### src/rtl/client_vip_pin_verify.sv
// VIP PIN gate for client menus: reads a PIN via the array-input block under a
// per-second countdown, counts failed tries, enforces a lockout and writes the new VIP status.
module client_vip_pin_verify #(
  parameter int PERIOD    = 100_000_000,
  parameter int DIGITS    = 4,
  parameter int TIMEOUT_S = 9,
  parameter int MAX_TRY   = 3,
  parameter int LOCK_S    = 30
) (
  input  logic                clk,
  input  logic                rst,
  input  logic                en,
  input  logic [2:0]          press,
  input  logic                mode_i,
  input  logic [1:0]          vip_i,
  input  logic [5*DIGITS-1:0] pwd_i,
  input  logic                arr_over_i,
  input  logic [5*DIGITS-1:0] arr_data_i,
  output logic                arr_en_o,
  output logic [3:0]          arr_cnt_o,
  output logic                wr_o,
  output logic [1:0]          vip_o,
  output logic                done_o,
  output logic                locked_o,
  output logic [29:0]         show_o
);

  localparam int PW = (PERIOD > 1) ? $clog2(PERIOD) : 1;
  localparam logic [PW-1:0] PRE_LAST = PW'(PERIOD - 1);
  localparam logic [PW-1:0] PRE_ONE  = PW'(1);

  localparam logic [2:0] P_RLS = 3'b001;
  localparam logic [2:0] P_CON = 3'b010;
  localparam logic [2:0] P_RIS = 3'b100;

  localparam logic [4:0] G_BLANK = 5'd31;
  localparam logic [4:0] G_G     = 5'd30;
  localparam logic [4:0] G_O     = 5'd21;
  localparam logic [4:0] G_D     = 5'd13;
  localparam logic [4:0] G_E     = 5'd14;
  localparam logic [4:0] G_R     = 5'd24;
  localparam logic [4:0] G_L     = 5'd19;
  localparam logic [4:0] G_C     = 5'd12;

  typedef enum logic [2:0] {
    S_IDLE, S_ENTRY, S_OK, S_FAIL, S_NOELIG, S_LOCK, S_HALT
  } state_t;

  state_t        state, state_nxt, view;
  logic [3:0]    secs;
  logic [PW-1:0] entry_pre, lock_pre;
  logic [3:0]    attempts, attempts_nxt;
  logic [6:0]    lock_rem;
  logic          wr_r, wr_nxt, done_r, done_nxt;
  logic [1:0]    vip_r, required;
  logic          load_secs, load_lock, fail_try;
  logic          entry_tick, lock_tick;
  logic [4:0]    tries_left, lock_tens, lock_ones;

  assign required   = mode_i ? 2'b11 : 2'b10;
  assign entry_tick = en && (state == S_ENTRY) && (entry_pre == PRE_LAST);
  assign lock_tick  = (lock_rem != 7'd0) && (lock_pre == PRE_LAST);

  always_comb begin
    state_nxt    = state;
    attempts_nxt = attempts;
    wr_nxt       = 1'b0;
    done_nxt     = 1'b0;
    load_secs    = 1'b0;
    load_lock    = 1'b0;
    fail_try     = 1'b0;
    if (!en) begin
      state_nxt = S_IDLE;
    end else begin
      case (state)
        S_IDLE: begin
          if (lock_rem != 7'd0) begin
            state_nxt = S_LOCK;
          end else if (vip_i == required) begin
            state_nxt = S_ENTRY;
            load_secs = 1'b1;
          end else begin
            state_nxt = S_NOELIG;
          end
        end
        S_ENTRY: begin
          // A completed entry takes priority over the countdown expiring.
          if (arr_over_i) begin
            if (arr_data_i == pwd_i) begin
              state_nxt    = S_OK;
              wr_nxt       = 1'b1;
              attempts_nxt = 4'd0;
            end else begin
              fail_try = 1'b1;
            end
          end else if (secs == 4'd0) begin
            fail_try = 1'b1;
          end else if (press == P_RLS) begin
            state_nxt = S_HALT;
            done_nxt  = 1'b1;
          end else if (press == P_RIS) begin
            state_nxt = S_IDLE;
          end
          if (fail_try) begin
            if (attempts + 4'd1 >= 4'(MAX_TRY)) begin
              attempts_nxt = 4'd0;
              load_lock    = 1'b1;
              state_nxt    = S_LOCK;
            end else begin
              attempts_nxt = attempts + 4'd1;
              state_nxt    = S_FAIL;
            end
          end
        end
        S_OK, S_FAIL, S_NOELIG: begin
          if (press == P_CON || press == P_RLS) begin
            state_nxt = S_HALT;
            done_nxt  = 1'b1;
          end else if (press == P_RIS) begin
            state_nxt = S_IDLE;
          end
        end
        S_LOCK: begin
          if (press == P_RLS) begin
            state_nxt = S_HALT;
            done_nxt  = 1'b1;
          end else if (lock_rem == 7'd0 || (lock_rem == 7'd1 && lock_tick)) begin
            state_nxt = S_IDLE;
          end
        end
        S_HALT:  state_nxt = S_HALT;
        default: state_nxt = S_IDLE;
      endcase
    end
  end

  always_ff @(posedge clk or posedge rst) begin
    if (rst) begin
      state    <= S_IDLE;
      attempts <= 4'd0;
      wr_r     <= 1'b0;
      done_r   <= 1'b0;
      vip_r    <= 2'b00;
    end else begin
      state    <= state_nxt;
      attempts <= attempts_nxt;
      wr_r     <= wr_nxt;
      done_r   <= done_nxt;
      vip_r    <= wr_nxt ? (mode_i ? 2'b10 : 2'b11) : 2'b00;
    end
  end

  always_ff @(posedge clk or posedge rst) begin
    if (rst) begin
      secs      <= 4'd0;
      entry_pre <= '0;
    end else if (load_secs) begin
      secs      <= 4'(TIMEOUT_S);
      entry_pre <= '0;
    end else if (!en || state != S_ENTRY) begin
      secs      <= 4'd0;
      entry_pre <= '0;
    end else if (entry_tick) begin
      entry_pre <= '0;
      if (secs != 4'd0) secs <= secs - 4'd1;
    end else begin
      entry_pre <= entry_pre + PRE_ONE;
    end
  end

  // The lockout keeps counting down regardless of en; only rst cancels it.
  always_ff @(posedge clk or posedge rst) begin
    if (rst) begin
      lock_rem <= 7'd0;
      lock_pre <= '0;
    end else if (load_lock) begin
      lock_rem <= 7'(LOCK_S);
      lock_pre <= '0;
    end else if (lock_rem == 7'd0) begin
      lock_pre <= '0;
    end else if (lock_tick) begin
      lock_pre <= '0;
      lock_rem <= lock_rem - 7'd1;
    end else begin
      lock_pre <= lock_pre + PRE_ONE;
    end
  end

  assign view       = en ? state : S_IDLE;
  assign tries_left = 5'(MAX_TRY) - {1'b0, attempts};
  assign lock_tens  = 5'(lock_rem / 7'd10);
  assign lock_ones  = 5'(lock_rem % 7'd10);

  assign arr_en_o  = (view == S_ENTRY);
  assign arr_cnt_o = arr_en_o ? 4'(DIGITS) : 4'd0;
  assign wr_o      = wr_r & en;
  assign vip_o     = en ? vip_r : 2'b00;
  assign done_o    = done_r & en;
  assign locked_o  = (lock_rem != 7'd0);

  always_comb begin
    show_o = {6{G_BLANK}};
    case (view)
      S_ENTRY:  show_o = {1'b0, secs, {5{G_BLANK}}};
      S_OK:     show_o = {G_BLANK, G_BLANK, G_G, G_O, G_O, G_D};
      S_FAIL:   show_o = {G_E, G_R, G_R, G_O, G_R, tries_left};
      S_NOELIG: show_o = {G_BLANK, G_E, G_R, G_R, G_O, G_R};
      S_LOCK:   show_o = {G_L, G_O, G_C, G_BLANK, lock_tens, lock_ones};
      default:  show_o = {6{G_BLANK}};
    endcase
  end

endmodule

### config.mk
export PLATFORM = sky130hd
export DESIGN_NAME = client_vip_pin_verify
export DESIGN_NICKNAME = d
export VERILOG_FILES = /design/src/rtl/client_vip_pin_verify.sv
export SDC_FILE = /design/constraint.sdc
export NUM_CORES = 1
export LEC_CHECK = 0
export BUFFER_PORTS_ARGS = -buffer_cell sky130_fd_sc_hd__buf_2
export CORE_MARGIN = 1
export CORE_UTILIZATION = 35
export DETAILED_ROUTE_END_ITERATION = 8
export GPL_TIMING_DRIVEN = 0
export PLACE_DENSITY = 0.6
export SYNTH_ARGS = -nofsm -noshare
export SYNTH_HDL_FRONTEND = slang
export SYNTH_SLANG_ARGS = --single-unit
### constraint.sdc
create_clock -name clk -period 3.9 [get_ports clk]
set_input_delay 1.17 -clock clk [delete_from_list [all_inputs] [get_ports clk]]
set_output_delay 1.17 -clock clk [all_outputs]
set_load 0.005 [all_outputs]
==> results.tsv <==
stage	metric	value	unit
worst_setup_path	Worst EP arrival	2600	ps
clock_tree	Clock Tree Buf Depth	2	
sta	Worst-Margin Slew	658.6	ps
global_route	total grt overflow	0	
clock_tree	CTS root buffer	clkbuf_16	
global_route	largest net degree at the start of global routing	42	
sta	unrepaired setup endpoints after global routing	no	
worst_setup_path	Startpoint Class	register	
placed_design	I/O Buffers	83	
clock_tree	Num CTS Buffers	9	
sta	skew final	5.940	ps
route	DR vias/cell	5.095	
layout	share of layout cells above drive strength 1	22.38	%
synth	Synth area leaders	dfrtp_1, xnor2_1, nor2_1	
global_route	Total Routing Usage GR	17.11	%
synth	Syn Std Cell Area	5127	um2
power_and_ir_drop	Leakage	2.762	nW
layout	final net count	771	
floorplanning	row cnt	43	
layout	multi-input logic area	2940	um2
synth	sequential share of the synthesized area	36.60	%
synth	most frequent cell after synthesis	nor2_1	
route	DR pass1 iterations	5	
route	via count	4560	
synth	Cells after Synth	603	
floorplanning	Die X	123.0	um
clock_tree	CTS tree	done	
worst_setup_path	critical setup path kind	reg -> out	
synth	commonest cells in the netlist	nor2_1, dfrtp_1, nand2_1	
sta	# setup viols final	0	
power_and_ir_drop	VDD IR-drop max	0.2370	mV
hold_path	hold crit path type	reg -> reg	
worst_setup_path	Slowest-stage cell, CP	or4_1	
floorplanning	Die H	123.0	um
route	Routed WL per cell	13.83	um
status	outcome	finished, final reports clean	
floorplanning	IO Pins	90	
synth	Post-synth EDFFs	0	
placed_design	Final HPWL DP	9.245	mm
synth	Syn. warnings	0	
power_and_ir_drop	Power Total	2.465	mW
floorplanning	Die ar.	15140	um2
clock_tree	Clock Pin Slew Worst Setup and Hold Paths	60	ps
synth	Synth Flop Type	dfrtp_1	
global_route	initial antenna violation count	0	
worst_setup_path	worst path cell trace	buf_4, inv_2, or4_1, o21ai_1, a21oi_2, ha_2, inv_1, a221oi_4, buf_4, xnor2_1, o221ai_1, buf_2	
global_route	first-pass GRT wire length	20.34	mm
layout	P&R area growth vs syn	21.77	%
clock_tree	Sink Count	75	
worst_setup_path	Critical Path End Type	output pin	
synth	asr flop ratio synth	100.0	%
synth	Synth Area per Inst	8.503	um2
synth	Synth cell types	67	
layout	final core occ	44.29	%
route	post-route ant nets	0	
sta	Fin Hold WS	498.8	ps
route	residual DRC count	0	
layout	Non-Filler Instances	895	
synth	biggest area consumer among synthesized cells	dfrtp_1	
worst_setup_path	Most Frequent Cell on Critical Path	buf_4	
synth	flip-flop and latch count after synthesis	75	
power_and_ir_drop	pwr dens	394.8	nW/um2
placed_design	DP Cell Count	870	
sta	Final Slew Violations	0	
sta	Tmin final	3765	ps
sta	final hold vios	0	
sta	Slew headroom	54.96	%
global_route	vias in the first global route	4357	
floorplanning	initial core utilization	36.37	%
sta	maximum clock frequency	265.6	MHz
sta	Final period util	96.54	%
placed_design	Final GP Congestion	0.8359	
clock_tree	clock latency on the worst-skew pair	340	ps
synth	top cell type's share of synthesized area	36.60	%
layout	# fillers	1398	
floorplanning	Core Region	14100	um2
route	Initial DRC Count	276	
worst_setup_path	CP Data Required Time	2730	ps
layout	Inserted Diodes	0	
worst_setup_path	Crit path largest cell delay	500	ps
layout	register area	1878	um2
worst_setup_path	crit-path max FO	10	
clock_tree	CTS HTree Levels	3	
route	Routed WL	12.37	mm
run	total of max-cap violations	0	
## area by class of cell
cell class                      instances  share of cell area [%]
Clock buffer                           13                   4.489
Sequential cell                        75                   30.08
Multi-Input combinational cell        461                   47.09
Clock inverter                          3                  0.7014
Tap cell                              180                   3.607
Inverter                               31                   1.904
Timing Repair Buffer                   93                   8.056
Buffer                                 39                   4.068
## through the flow
step,setup TNS (ps),cell area [um2],setup slack (ps)
after floorplan,0,5139,512.7
after global placement,-12080,5779,-164.8
after detailed placement,0,5802,111.4
after CTS,-6.032,6146,-6.032
after global routing,0,6243,1.509
final,0,6243,134.9
## where the power goes
part	leakage [nW]	internal [mW]	switching [mW]	total (mW)
clock	0.162	0.565	0.320	0.885
combinational	1.59	0.284	0.374	0.659
sequential	1.01	0.845	0.0761	0.921
## sequential cells by signal, summed over array words and instances, names as in the netlist
name and count:
done_r 1, state 3, lock_rem 7, attempts 4
lock_pre 27, secs 4, entry_pre 27, vip_r 2
## kinds of logic (layout without fill, tap and decap cells)
logic type	count (synthesis)	count (layout)	share of synthesized area (%)
xor+xnor	78	78	13.32
simple gates	280	280	28.57
compound gates	83	83	11.05
buf+inv	70	179	6.808
mux	4	4	0.8053
other cells	2	5	0.1465
flops	75	75	36.60
fa+ha+maj	11	11	2.684
## final timing paths
kind	from	to	slack [ps]	cells after the start
setup reg to reg	secs[0]$_DFFE_PP0P_	lock_pre[18]$_DFF_PP0_	1390	9
max in group asynchronous	rst	entry_pre[10]$_DFF_PP0_	2470	3
hold / removal	lock_pre[0]$_DFF_PP0_	lock_pre[0]$_DFF_PP0_	500	1
setup / recovery	lock_rem[2]$_DFFE_PP0P_	show_o[1]	130	12
hold reg to reg	lock_pre[0]$_DFF_PP0_	lock_pre[0]$_DFF_PP0_	500	1
min in group asynchronous	rst	lock_pre[11]$_DFF_PP0_	860	2
## layout by cell type (no fill, tap or decap), types with 3 or more instances in the layout
cell,synthesis,layout
buf_2,12,91
nor2_1,89,89
dfrtp_1,75,74
nand2_1,42,42
xnor2_1,41,41
xor2_1,37,37
nand3_1,34,34
inv_1,30,28
buf_4,15,25
o21ai_0,26,25
nand4_1,21,21
a21oi_1,19,18
and3_1,14,14
and2_1,12,12
nor3_1,11,11
clkbuf_1,10,10
ha_1,11,10
nor2b_1,10,9
clkbuf_16,0,9
nand2b_1,8,7
nor4_1,6,6
buf_6,2,5
conb_1,2,5
nor4b_1,4,4
nand4b_1,4,4
and4_1,4,4
clkbuf_8,0,4
nand3b_1,3,3
a211oi_1,3,3
a31oi_1,3,3
mux2i_1,3,3
o21ai_1,2,3
## worst max-delay path: cells and delay by family (launching register included)
family	cells	cell delay [ps]
flops	1	340
simple gates	1	500
compound gates	4	420
fa+ha+maj	1	180
buf+inv	5	690
xor+xnor	1	120
## metal layers
metal  routed length [um]  vias up  GRT usage (%)
met5                    0        -              0
met4                  150        0          5.422
met3                  446       10          2.768
met2                 6022      107          29.39
met1                 5755     2159          21.92
li1                     -     2284              -
## what timing repair did
item	4_1_cts	5_1_grt
pin swaps	1	2
setup buffers	2	7
hold endpoints to repair	0	0
hold buffers	0	0
gates resized for setup	3	17
endpoints found under the setup margin	2	3
Power figures use the tool's default switching activity.
